[src/rtl/avalon_master_pkg.sv]
// -----------------------------------------------------------------------------
// avalon_master_pkg
//   Definitions shared by the Avalon-MM read and write masters of soc_system.
//   - master_state_t      : IDLE / READ / DRAIN sequencing of a transfer
//   - byteenable_width()  : bytes per data word, also the address step per word
//   - BYTEENABLE_ALL_ONES : full-word byteenable for the default 32-bit data path
// -----------------------------------------------------------------------------
package avalon_master_pkg;

  // IDLE  : no transfer in progress, control_done is high
  // READ  : still issuing requests
  // DRAIN : every request issued, waiting for the outstanding responses
  typedef enum logic [1:0] {
    IDLE  = 2'd0,
    READ  = 2'd1,
    DRAIN = 2'd2
  } master_state_t;

  // Number of byte lanes in a data word; a word-sized address step in bytes.
  function automatic int byteenable_width(input int data_width);
    return data_width / 8;
  endfunction

  localparam int DEFAULT_DATAWIDTH       = 32;
  localparam int DEFAULT_BYTEENABLEWIDTH = DEFAULT_DATAWIDTH / 8;

  // Both masters only ever move whole words.
  localparam logic [DEFAULT_BYTEENABLEWIDTH-1:0] BYTEENABLE_ALL_ONES = '1;

endpackage : avalon_master_pkg

[src/rtl/read_master_fifo.sv]
// -----------------------------------------------------------------------------
// read_master_fifo
//   Synchronous show-ahead FIFO: rd_data always holds the head word while
//   empty is low, so a consumer pops and uses the data in the same cycle.
//   Storage is an inferred RAM (registered read); the head is held in a
//   separate output register that is refilled either from the RAM entry
//   behind the head or, when the FIFO is (about to be) empty, straight from
//   the incoming write data.
//
// Ports
//   clk      in   clock, all state on the rising edge
//   reset    in   synchronous active-high; flushes the FIFO, rd_data -> 0
//   wr_en    in   push wr_data (ignored when full unless a pop coincides)
//   wr_data  in   WIDTH   word to push
//   rd_en    in   pop the head word (ignored when empty)
//   rd_data  out  WIDTH   head word, valid while empty is low
//   empty    out  no words stored
//   used     out  DEPTH_LOG2+1  number of words stored
// -----------------------------------------------------------------------------
module read_master_fifo #(
  parameter int WIDTH      = 32,
  parameter int DEPTH      = 32,
  parameter int DEPTH_LOG2 = 5
) (
  input  logic                  clk,
  input  logic                  reset,
  input  logic                  wr_en,
  input  logic [WIDTH-1:0]      wr_data,
  input  logic                  rd_en,
  output logic [WIDTH-1:0]      rd_data,
  output logic                  empty,
  output logic [DEPTH_LOG2:0]   used
);

  localparam logic [DEPTH_LOG2:0]   FULL_COUNT = (DEPTH_LOG2 + 1)'(DEPTH);
  localparam logic [DEPTH_LOG2:0]   ONE_COUNT  = (DEPTH_LOG2 + 1)'(1);
  localparam logic [DEPTH_LOG2-1:0] PTR_ONE    = DEPTH_LOG2'(1);

  logic [WIDTH-1:0]      mem [DEPTH];

  logic [DEPTH_LOG2-1:0] wr_ptr_reg, wr_ptr_next;
  logic [DEPTH_LOG2-1:0] rd_ptr_reg, rd_ptr_next;
  logic [DEPTH_LOG2:0]   count_reg, count_next;
  logic [WIDTH-1:0]      head_reg;

  logic                  do_push;
  logic                  do_pop;
  logic [DEPTH_LOG2-1:0] rd_ptr_inc;

  assign do_pop     = rd_en && (count_reg != '0);
  // A pop in the same cycle frees the slot, so a push at full is still safe.
  assign do_push    = wr_en && ((count_reg != FULL_COUNT) || do_pop);
  assign rd_ptr_inc = rd_ptr_reg + PTR_ONE;

  always_comb begin
    wr_ptr_next = wr_ptr_reg;
    rd_ptr_next = rd_ptr_reg;
    count_next  = count_reg;
    if (do_push) begin
      wr_ptr_next = wr_ptr_reg + PTR_ONE;
    end
    if (do_pop) begin
      rd_ptr_next = rd_ptr_inc;
    end
    if (do_push && !do_pop) begin
      count_next = count_reg + ONE_COUNT;
    end else if (do_pop && !do_push) begin
      count_next = count_reg - ONE_COUNT;
    end
  end

  // RAM write port; contents need no reset because count_reg guards them.
  always_ff @(posedge clk) begin
    if (do_push) begin
      mem[wr_ptr_reg] <= wr_data;
    end
  end

  always_ff @(posedge clk) begin
    if (reset) begin
      wr_ptr_reg <= '0;
      rd_ptr_reg <= '0;
      count_reg  <= '0;
      head_reg   <= '0;
    end else begin
      wr_ptr_reg <= wr_ptr_next;
      rd_ptr_reg <= rd_ptr_next;
      count_reg  <= count_next;
      // With two or more words stored the successor is already in RAM and
      // is never the slot being written this cycle (that would need
      // count == 1). Otherwise the incoming word becomes the new head.
      if (do_pop && (count_reg > ONE_COUNT)) begin
        head_reg <= mem[rd_ptr_inc];
      end else if (do_push && ((count_reg == '0) || do_pop)) begin
        head_reg <= wr_data;
      end
    end
  end

  assign rd_data = head_reg;
  assign empty   = (count_reg == '0);
  assign used    = count_reg;

endmodule : read_master_fifo

[src/rtl/avalon_read_master.sv]
// -----------------------------------------------------------------------------
// avalon_read_master
//   Avalon-MM read master: fetches a block of words (incrementing or fixed
//   address) from HPS SDRAM into a show-ahead FIFO for FPGA-side consumers.
//   Reads are only issued while FIFO occupancy plus reads in flight is below
//   FIFODEPTH, so every response always has a free FIFO slot.
//
// Ports
//   clk, reset                 clock / synchronous active-high reset
//   control_fixed_location     1 = keep re-reading the same address
//   control_read_base          start byte address (low bits forced to 0)
//   control_read_length        length in bytes (sub-word bits ignored)
//   control_go                 start pulse, honoured only when idle
//   control_done               high while idle
//   user_read_buffer           pop the head word
//   user_buffer_data           head word (valid when user_data_available)
//   user_data_available        FIFO not empty
//   master_address/read/byteenable  Avalon-MM request
//   master_readdata/readdatavalid   Avalon-MM response
//   master_waitrequest         slave stall; request held stable meanwhile
// -----------------------------------------------------------------------------
module avalon_read_master
  import avalon_master_pkg::*;
#(
  parameter int DATAWIDTH       = 32,
  parameter int ADDRESSWIDTH    = 32,
  parameter int BYTEENABLEWIDTH = byteenable_width(DATAWIDTH),
  parameter int FIFODEPTH       = 32,
  parameter int FIFODEPTH_LOG2  = 5
) (
  input  logic                       clk,
  input  logic                       reset,
  // control
  input  logic                       control_fixed_location,
  input  logic [ADDRESSWIDTH-1:0]    control_read_base,
  input  logic [ADDRESSWIDTH-1:0]    control_read_length,
  input  logic                       control_go,
  output logic                       control_done,
  // user
  input  logic                       user_read_buffer,
  output logic [DATAWIDTH-1:0]       user_buffer_data,
  output logic                       user_data_available,
  // Avalon-MM master
  output logic [ADDRESSWIDTH-1:0]    master_address,
  output logic                       master_read,
  output logic [BYTEENABLEWIDTH-1:0] master_byteenable,
  input  logic [DATAWIDTH-1:0]       master_readdata,
  input  logic                       master_readdatavalid,
  input  logic                       master_waitrequest
);

  localparam int CNT_W = FIFODEPTH_LOG2 + 1;

  // Address/length arithmetic is in whole words of BYTEENABLEWIDTH bytes.
  localparam logic [ADDRESSWIDTH-1:0] STEP      = ADDRESSWIDTH'(BYTEENABLEWIDTH);
  localparam logic [ADDRESSWIDTH-1:0] WORD_MASK = ~ADDRESSWIDTH'(BYTEENABLEWIDTH - 1);
  localparam logic [CNT_W:0]          CREDIT    = (CNT_W + 1)'(FIFODEPTH);

  master_state_t             state_reg, state_next;
  logic [ADDRESSWIDTH-1:0]   address_reg, address_next;
  logic [ADDRESSWIDTH-1:0]   remaining_reg, remaining_next;
  logic [CNT_W-1:0]          pending_reg, pending_next;
  logic                      fixed_reg, fixed_next;

  logic                      fifo_empty;
  logic [CNT_W-1:0]          fifo_used;
  logic [DATAWIDTH-1:0]      fifo_rd_data;

  logic [CNT_W:0]            credit_sum;
  logic                      credit_ok;
  logic                      read_req;
  logic                      read_accept;
  logic                      resp_valid;
  logic [ADDRESSWIDTH-1:0]   go_len;
  logic                      go_start;

  // Words in the FIFO plus words still on their way must never exceed the
  // FIFO depth; this is what makes overflow impossible.
  assign credit_sum  = {1'b0, fifo_used} + {1'b0, pending_reg};
  assign credit_ok   = (credit_sum < CREDIT);

  assign read_req    = (state_reg == READ) && (remaining_reg != '0) && credit_ok;
  assign read_accept = read_req && !master_waitrequest;

  // A response is only meaningful while a read is outstanding; stray strobes
  // (e.g. from reads that were in flight across a reset) are dropped.
  assign resp_valid  = master_readdatavalid && (pending_reg != '0);

  assign go_len      = control_read_length & WORD_MASK;
  // A length shorter than one word completes immediately: stay idle.
  assign go_start    = control_go && (state_reg == IDLE) && (go_len != '0);

  always_comb begin
    state_next     = state_reg;
    address_next   = address_reg;
    remaining_next = remaining_reg;
    fixed_next     = fixed_reg;
    pending_next   = pending_reg + CNT_W'(read_accept) - CNT_W'(resp_valid);

    unique case (state_reg)
      IDLE: begin
        if (go_start) begin
          state_next     = READ;
          address_next   = control_read_base & WORD_MASK;
          remaining_next = go_len;
          fixed_next     = control_fixed_location;
        end
      end

      READ: begin
        if (read_accept) begin
          remaining_next = remaining_reg - STEP;
          // Incrementing address wraps modulo 2^ADDRESSWIDTH by width.
          if (!fixed_reg) begin
            address_next = address_reg + STEP;
          end
          if (remaining_reg == STEP) begin
            state_next = DRAIN;
          end
        end
      end

      DRAIN: begin
        // Last response this cycle -> done is visible next cycle.
        if (pending_next == '0) begin
          state_next = IDLE;
        end
      end

      default: begin
        state_next = IDLE;
      end
    endcase
  end

  always_ff @(posedge clk) begin
    if (reset) begin
      state_reg     <= IDLE;
      address_reg   <= '0;
      remaining_reg <= '0;
      pending_reg   <= '0;
      fixed_reg     <= 1'b0;
    end else begin
      state_reg     <= state_next;
      address_reg   <= address_next;
      remaining_reg <= remaining_next;
      pending_reg   <= pending_next;
      fixed_reg     <= fixed_next;
    end
  end

  read_master_fifo #(
    .WIDTH      (DATAWIDTH),
    .DEPTH      (FIFODEPTH),
    .DEPTH_LOG2 (FIFODEPTH_LOG2)
  ) u_fifo (
    .clk     (clk),
    .reset   (reset),
    .wr_en   (resp_valid),
    .wr_data (master_readdata),
    .rd_en   (user_read_buffer),
    .rd_data (fifo_rd_data),
    .empty   (fifo_empty),
    .used    (fifo_used)
  );

  assign control_done        = (state_reg == IDLE);
  assign master_read         = read_req;
  assign master_address      = address_reg;
  assign master_byteenable   = '1;
  assign user_data_available = !fifo_empty;
  assign user_buffer_data    = fifo_rd_data;

endmodule : avalon_read_master
[config.mk]
export PLATFORM = sky130hd
export DESIGN_NAME = avalon_read_master
export DESIGN_NICKNAME = d
export VERILOG_FILES = /design/src/rtl/avalon_master_pkg.sv /design/src/rtl/read_master_fifo.sv /design/src/rtl/avalon_read_master.sv
export SDC_FILE = /design/constraint.sdc
export NUM_CORES = 1
export LEC_CHECK = 0
export CAP_MARGIN = 10
export CORE_MARGIN = 3
export CORE_UTILIZATION = 30
export CTS_CLUSTER_SIZE = 12
export DETAILED_ROUTE_END_ITERATION = 6
export PLACE_DENSITY_LB_ADDON = 0.12
export SETUP_SLACK_MARGIN = 0.2
export SYNTH_ARGS = -nofsm -noshare
export SYNTH_HDL_FRONTEND = slang
export SYNTH_SLANG_ARGS = --single-unit
[constraint.sdc]
create_clock -name clk -period 11.19 [get_ports clk]
set_input_delay 1.6785 -clock clk [delete_from_list [all_inputs] [get_ports clk]]
set_output_delay 1.6785 -clock clk [all_outputs]
set_load 0.03 [all_outputs]
==> results.sh, run 1 <==
export IMPL_die_height_um=397
export IMPL_clock_skew_ns=0.0322
export IMPL_ys_seq_area_frac=0.720
export IMPL_root_buffer="clkbuf_16"
export IMPL_drt_iter0_drc=2066
export IMPL_ios=174
export IMPL_path_delay_family="simple AND/OR/NAND/NOR gates"
export IMPL_powerDensity_mw_per_mm2=230
export IMPL_finalWorstSetupSlack_ns=5.93
export IMPL_portBuffers=163
export IMPL_gp_congestion=0.815
export IMPL_drive_gt1_frac=0.217
export IMPL_hold_viol=0
export IMPL_worstSetupPathType="reg2out"
export IMPL_drc_errors=0
export IMPL_synth_largest_area_cell="edfxtp_1"
export IMPL_p_leak_nw=16.7
export IMPL_rrSetupSlack_ns=6.64
export IMPL_post_cts_resized=0
export IMPL_cp_data_required_time_ns=9.51
export IMPL_rows=143
export IMPL_hold_class="reg2reg"
export IMPL_synth_distinct_cells=71
export IMPL_crit_path_end_kind="primary output"
export IMPL_syn_cell_area_mm2=0.0460
export IMPL_period_needed_ns=5.26
export IMPL_synth_top_cells_by_count="edfxtp_1 (1024), mux4_2 (265), nand2_1 (176)"
export IMPL_setup_violations_final=0
export IMPL_worstSkewPairLatency_ns=0.76
export IMPL_arrival_ns=3.58
export IMPL_irDropWorstVdd_v=0.000148
export IMPL_cts_sink_count=1141
export IMPL_max_stage_delay_ns=0.65
export IMPL_dp_slack_ns=5.67
export IMPL_clkTransAtPathRegs_ns=0.05
export IMPL_viasPerCell=5.08
export IMPL_htree_num_levels=4
export IMPL_slew_violations=0
export IMPL_crit_buf_inv=2
export IMPL_antenna_cells=0
export IMPL_postCtsSetupBuffers=0
export IMPL_fin_nets=2920
export IMPL_drt_first_pass_iters=5
export IMPL_wirelength_mm=132
export IMPL_max_flop_register="u_fifo.mem"
export IMPL_synthTopCellsByArea="edfxtp_1 (67%), mux4_2 (13%), dfxtp_1 (5.1%)"
export IMPL_yosys_area_top_type_share=0.669
export IMPL_worstPathCellList="inv_1 > ha_1 > nor4b_2 > nand4_1 > or4_4 > nor3b_1 > clkdlybuf4s50_1"
export IMPL_synth_async_reset_ratio=0
export IMPL_cts_buffer_depth=3
export IMPL_cap_violations=0
export IMPL_routedWlPerCell_um=26.9
export IMPL_cp_max_fo=6
export IMPL_die_width_um=397
export IMPL_holdWs_ns=0.480
export IMPL_cts_tree="yes"
export IMPL_vias=25000
export IMPL_coreArea_mm2=0.152
export IMPL_finalNonFillerCells=4926
export IMPL_die_area_mm2=0.158
export IMPL_period_share=0.470
export IMPL_grt_overflow_total=0
export IMPL_cp_slowest_cell="clkdlybuf4s50_1"
export IMPL_grt_antenna_before_repair=2
export IMPL_setup_tns_ns=0
export IMPL_cts_buffers_inserted=132
export IMPL_grt_pass1_wl_mm=190
export IMPL_worst_setup_path_start_kind="flip-flop"
export IMPL_worstMarginPinSlew_ns=1.23
export IMPL_yosys_cell_count_top_type="edfxtp_1"
export IMPL_synth_edf_count=1024
export IMPL_ys_ff_latch=1141
export IMPL_syn2layout_area_growth_pct=18.9
export IMPL_synthFlopType="edfxtp_1"
export IMPL_grt_max_degree=91
export IMPL_clock_fmax_mhz=190
export IMPL_relSlewSlack=0.178
export IMPL_total_power_mw=12.6
export IMPL_largest_reg_flops=1024
export IMPL_run_status="complete, no violations"
export IMPL_ant_nets=0
export IMPL_grt_setup_unrepaired="false"
export IMPL_grt_usage=0.167
export IMPL_yosys_warnings=0
export IMPL_syn_inst=2563
export IMPL_initial_utilization=0.302
export IMPL_hold_buffers=0
export IMPL_dp_cells=4680
export IMPL_dp_final_hpwl_mm=71.6
export IMPL_synth_area_per_cell_um2=17.9
export IMPL_grt_pass1_vias=26200
## placed cells by master (no fill, tap or decap), types with 56 or more instances in the layout
master / synthesis / layout
mux2i_1: 82 / 82
clkdlybuf4s50_1: 0 / 162
nor2_1: 112 / 80
buf_4: 7 / 72
mux4_2: 265 / 265
edfxtp_1: 1024 / 1024
dfxtp_1: 117 / 116
nand3_1: 57 / 56
a21oi_1: 106 / 105
nand2_1: 176 / 176
clkbuf_16: 0 / 137
## final cells by class
| type | count | area, um^2 |
|---|---|---|
| multi-input cells | 1248 | 12500 |
| flip-flops and latches | 1141 | 33100 |
| inverters | 24 | 90.1 |
| clock inverters | 52 | 478 |
| well taps | 2030 | 2540 |
| clock buffers | 187 | 3670 |
| repair buffers | 244 | 2340 |
| fillers | 14200 | 97400 |
## metrics by stage
stage / area [um^2] / util
final: 54700 / 0.359
after global placement: 50400 / 0.331
after global routing: 54700 / 0.359
after CTS: 54500 / 0.359
after detailed placement: 50400 / 0.331
after floorplan: 46000 / -
## final timing paths
path                        endpoint                 start  cells past startpoint
setup / recovery         master_read      remaining_reg[2]                      7
setup reg to reg  u_fifo.rd_data[27]  u_fifo.rd_ptr_reg[0]                      8
hold reg to reg    remaining_reg[15]     remaining_reg[15]                      2
hold / removal     remaining_reg[15]     remaining_reg[15]                      2
## cells by family after synthesis
kind of cell / share of synthesized area
DFF: 0.720
buffers and inverters: 0.0175
adders and majority gates: 0.00724
muxes: 0.154
xor gates and xnor gates: 0.00400
AOI/OAI and AO/OA: 0.0475
other: 0.000163
and+or+nand+nor: 0.0503
## layer usage
layer	vias to the layer above	share of wire	GRT usage
li1	10900	-	-
met5	-	0	0
met4	0	0.019	0.0396
met2	657	0.47	0.270
met3	175	0.050	0.0350
met1	13300	0.46	0.232
## report_power, final
group	internal, mW	switching, mW
combinational	1.53	1.88
sequential	4.84	0.173
clock	2.43	1.73
## worst register-to-register path, delay by kind of cell (launching register included)
family / cells / cell delay [ns]
multiplexers: 2 / 0.85
AND/OR/NAND/NOR: 1 / 0.33
flip-flops: 1 / 0.83
AO/OA/AOI/OAI: 2 / 0.29
buffers and inverters: 3 / 2.09
Note: power is estimated with default switching activity, not from simulation.
==> run 2, diff against run 1 <==
Clock period 11.19 ns to 5.1 ns, I/O delays scaled along.
==> results.sh, run 2 (synthesis results as in run 1) <==
export IMPL_vias=24800
export IMPL_drive_gt1_frac=0.227
export IMPL_run_status="complete, no violations"
export IMPL_grt_setup_unrepaired="false"
export IMPL_relSlewSlack=0.229
export IMPL_final_cell_mix="edfxtp_1 (1024), mux4_2 (265), nand2_1 (176)"
export IMPL_period_share=0.835
export IMPL_crit_buf_inv=2
export IMPL_initial_utilization=0.302
export IMPL_hold_viol=0
export IMPL_root_buffer="clkbuf_16"
export IMPL_syn2layout_area_growth_pct=19.8
export IMPL_clock_fmax_mhz=235
export IMPL_cts_buffers_inserted=132
export IMPL_finalNonFillerCells=4957
export IMPL_powerDensity_mw_per_mm2=503
export IMPL_stdcell_area_mm2=0.0551
export IMPL_slew_violations=0
export IMPL_cp_max_fo=6
export IMPL_worstMarginPinSlew_ns=1.15
export IMPL_grt_overflow_total=0
export IMPL_dp_slack_ns=0.661
export IMPL_ant_nets=0
export IMPL_irDropWorstVdd_v=0.000332
export IMPL_total_power_mw=27.7
export IMPL_cts_tree="yes"
export IMPL_largest_reg_flops=1024
export IMPL_dpl_cell_area_mm2=0.0510
export IMPL_drc_errors=0
export IMPL_grt_pass1_wl_mm=186
export IMPL_sw_frac_of_total=0.303
export IMPL_arrival_ns=3.49
export IMPL_crit_path_end_kind="primary output"
export IMPL_portBuffers=163
export IMPL_worstPathCellList="inv_1 > ha_1 > nor4b_2 > nand4_1 > or4_4 > nor3b_1 > clkdlybuf4s50_1"
export IMPL_final_common_cell="edfxtp_1"
export IMPL_die_height_um=397
export IMPL_hold_buffers=0
export IMPL_setup_tns_ns=0
export IMPL_worstSetupPathType="reg2out"
export IMPL_hold_class="reg2reg"
export IMPL_worstSkewPairLatency_ns=0.76
export IMPL_dp_final_hpwl_mm=77.6
export IMPL_ios=174
export IMPL_postCtsSetupBuffers=0
export IMPL_htree_num_levels=4
export IMPL_drt_first_pass_iters=5
export IMPL_p_int_mw=19.3
export IMPL_p_leak_nw=17.0
export IMPL_p_switching_mw=8.38
export IMPL_post_cts_resized=0
export IMPL_clkTransAtPathRegs_ns=0.06
export IMPL_viasPerCell=5.00
export IMPL_cts_buffer_depth=3
export IMPL_grt_max_degree=94
export IMPL_cp_slowest_cell="clkdlybuf4s50_1"
export IMPL_power_frac_seq=0.396
export IMPL_wirelength_mm=129
export IMPL_finalWorstSetupSlack_ns=0.844
export IMPL_cts_sink_count=1141
export IMPL_die_area_mm2=0.158
export IMPL_clock_power_share=0.324
export IMPL_coreArea_mm2=0.152
export IMPL_fin_util=0.362
export IMPL_dp_cells=4722
export IMPL_rows=143
export IMPL_path_delay_family="simple AND/OR/NAND/NOR gates"
export IMPL_clock_skew_ns=0.0245
export IMPL_drt_iter0_drc=1805
export IMPL_combPwrFrac=0.280
export IMPL_worst_setup_path_start_kind="flip-flop"
export IMPL_period_needed_ns=4.26
export IMPL_cp_data_required_time_ns=4.34
export IMPL_max_flop_register="u_fifo.mem"
export IMPL_die_width_um=397
export IMPL_grt_pass1_vias=26000
export IMPL_setup_violations_final=0
export IMPL_grt_antenna_before_repair=5
export IMPL_gp_congestion=0.801
export IMPL_fin_nets=2958
export IMPL_cap_violations=0
export IMPL_routedWlPerCell_um=26.0
export IMPL_holdWs_ns=0.488
export IMPL_grt_usage=0.163
export IMPL_max_stage_delay_ns=0.62
## run 2: changes by cell type in the layout (fill, tap and decap cells not counted), moves of 2 or more
| cell | before | now |
|---|---|---|
| diode_2 | 0 | 2 |
| clkbuf_1 | 45 | 31 |
| buf_8 | 5 | 2 |
| clkinv_1 | 18 | 26 |
| buf_12 | 3 | 24 |
| buf_4 | 72 | 93 |
| clkbuf_16 | 137 | 135 |
| clkinv_8 | 4 | 2 |
## run 2: worst paths after layout
check               startpoint                 to  slack (ns)  depth (start not counted)
max           remaining_reg[2]        master_read        0.84                          7
min          remaining_reg[20]  remaining_reg[20]        0.49                          2
max reg2reg   remaining_reg[2]       state_reg[1]        1.02                         16
min reg2reg  remaining_reg[20]  remaining_reg[20]        0.49                          2
## run 2: worst reg2reg max path: cells and delay by family, from the launching register on
| family | cells | cell delay (ns) |
|---|---|---|
| adder cells (fa/ha/maj) | 3 | 0.66 |
| buffers and inverters | 3 | 0.23 |
| AO/OA/AOI/OAI | 5 | 0.63 |
| AND/OR/NAND/NOR | 5 | 2.05 |
| flip-flops | 1 | 0.36 |
## run 2: area by class of cell
type,count,area (um^2)
clock buffer,171,3560
inverter,24,90.1
fill,14200,97000
clock inverter,59,499
sequential,1141,33100
multi-input combinational,1248,12500
timing repair buffer,282,2850
tap,2030,2540
antenna,2,5.00
## run 2: metal layers
| metal | share of wire | routed length (um) | track usage | vias to the layer above |
|---|---|---|---|---|
| li1 | - | - | - | 10900 |
| met1 | 0.45 | 57700 | 0.224 | 13100 |
| met2 | 0.48 | 62500 | 0.268 | 621 |
| met3 | 0.049 | 6330 | 0.0293 | 148 |
| met4 | 0.019 | 2500 | 0.0406 | 0 |
| met5 | 0 | 0 | 0 | - |
## run 2: power groups by stage
stage          logic [mW]  clock network [mW]  registers, mW
2_1_floorplan        4.96                   0           11.3
3_3_place_gp         7.89                   0           11.1
3_5_place_dp         7.92                   0           11.2
4_1_cts              7.95                9.25           11.0
5_1_grt              8.39                9.63           11.0
6_report             7.75                8.97           11.0
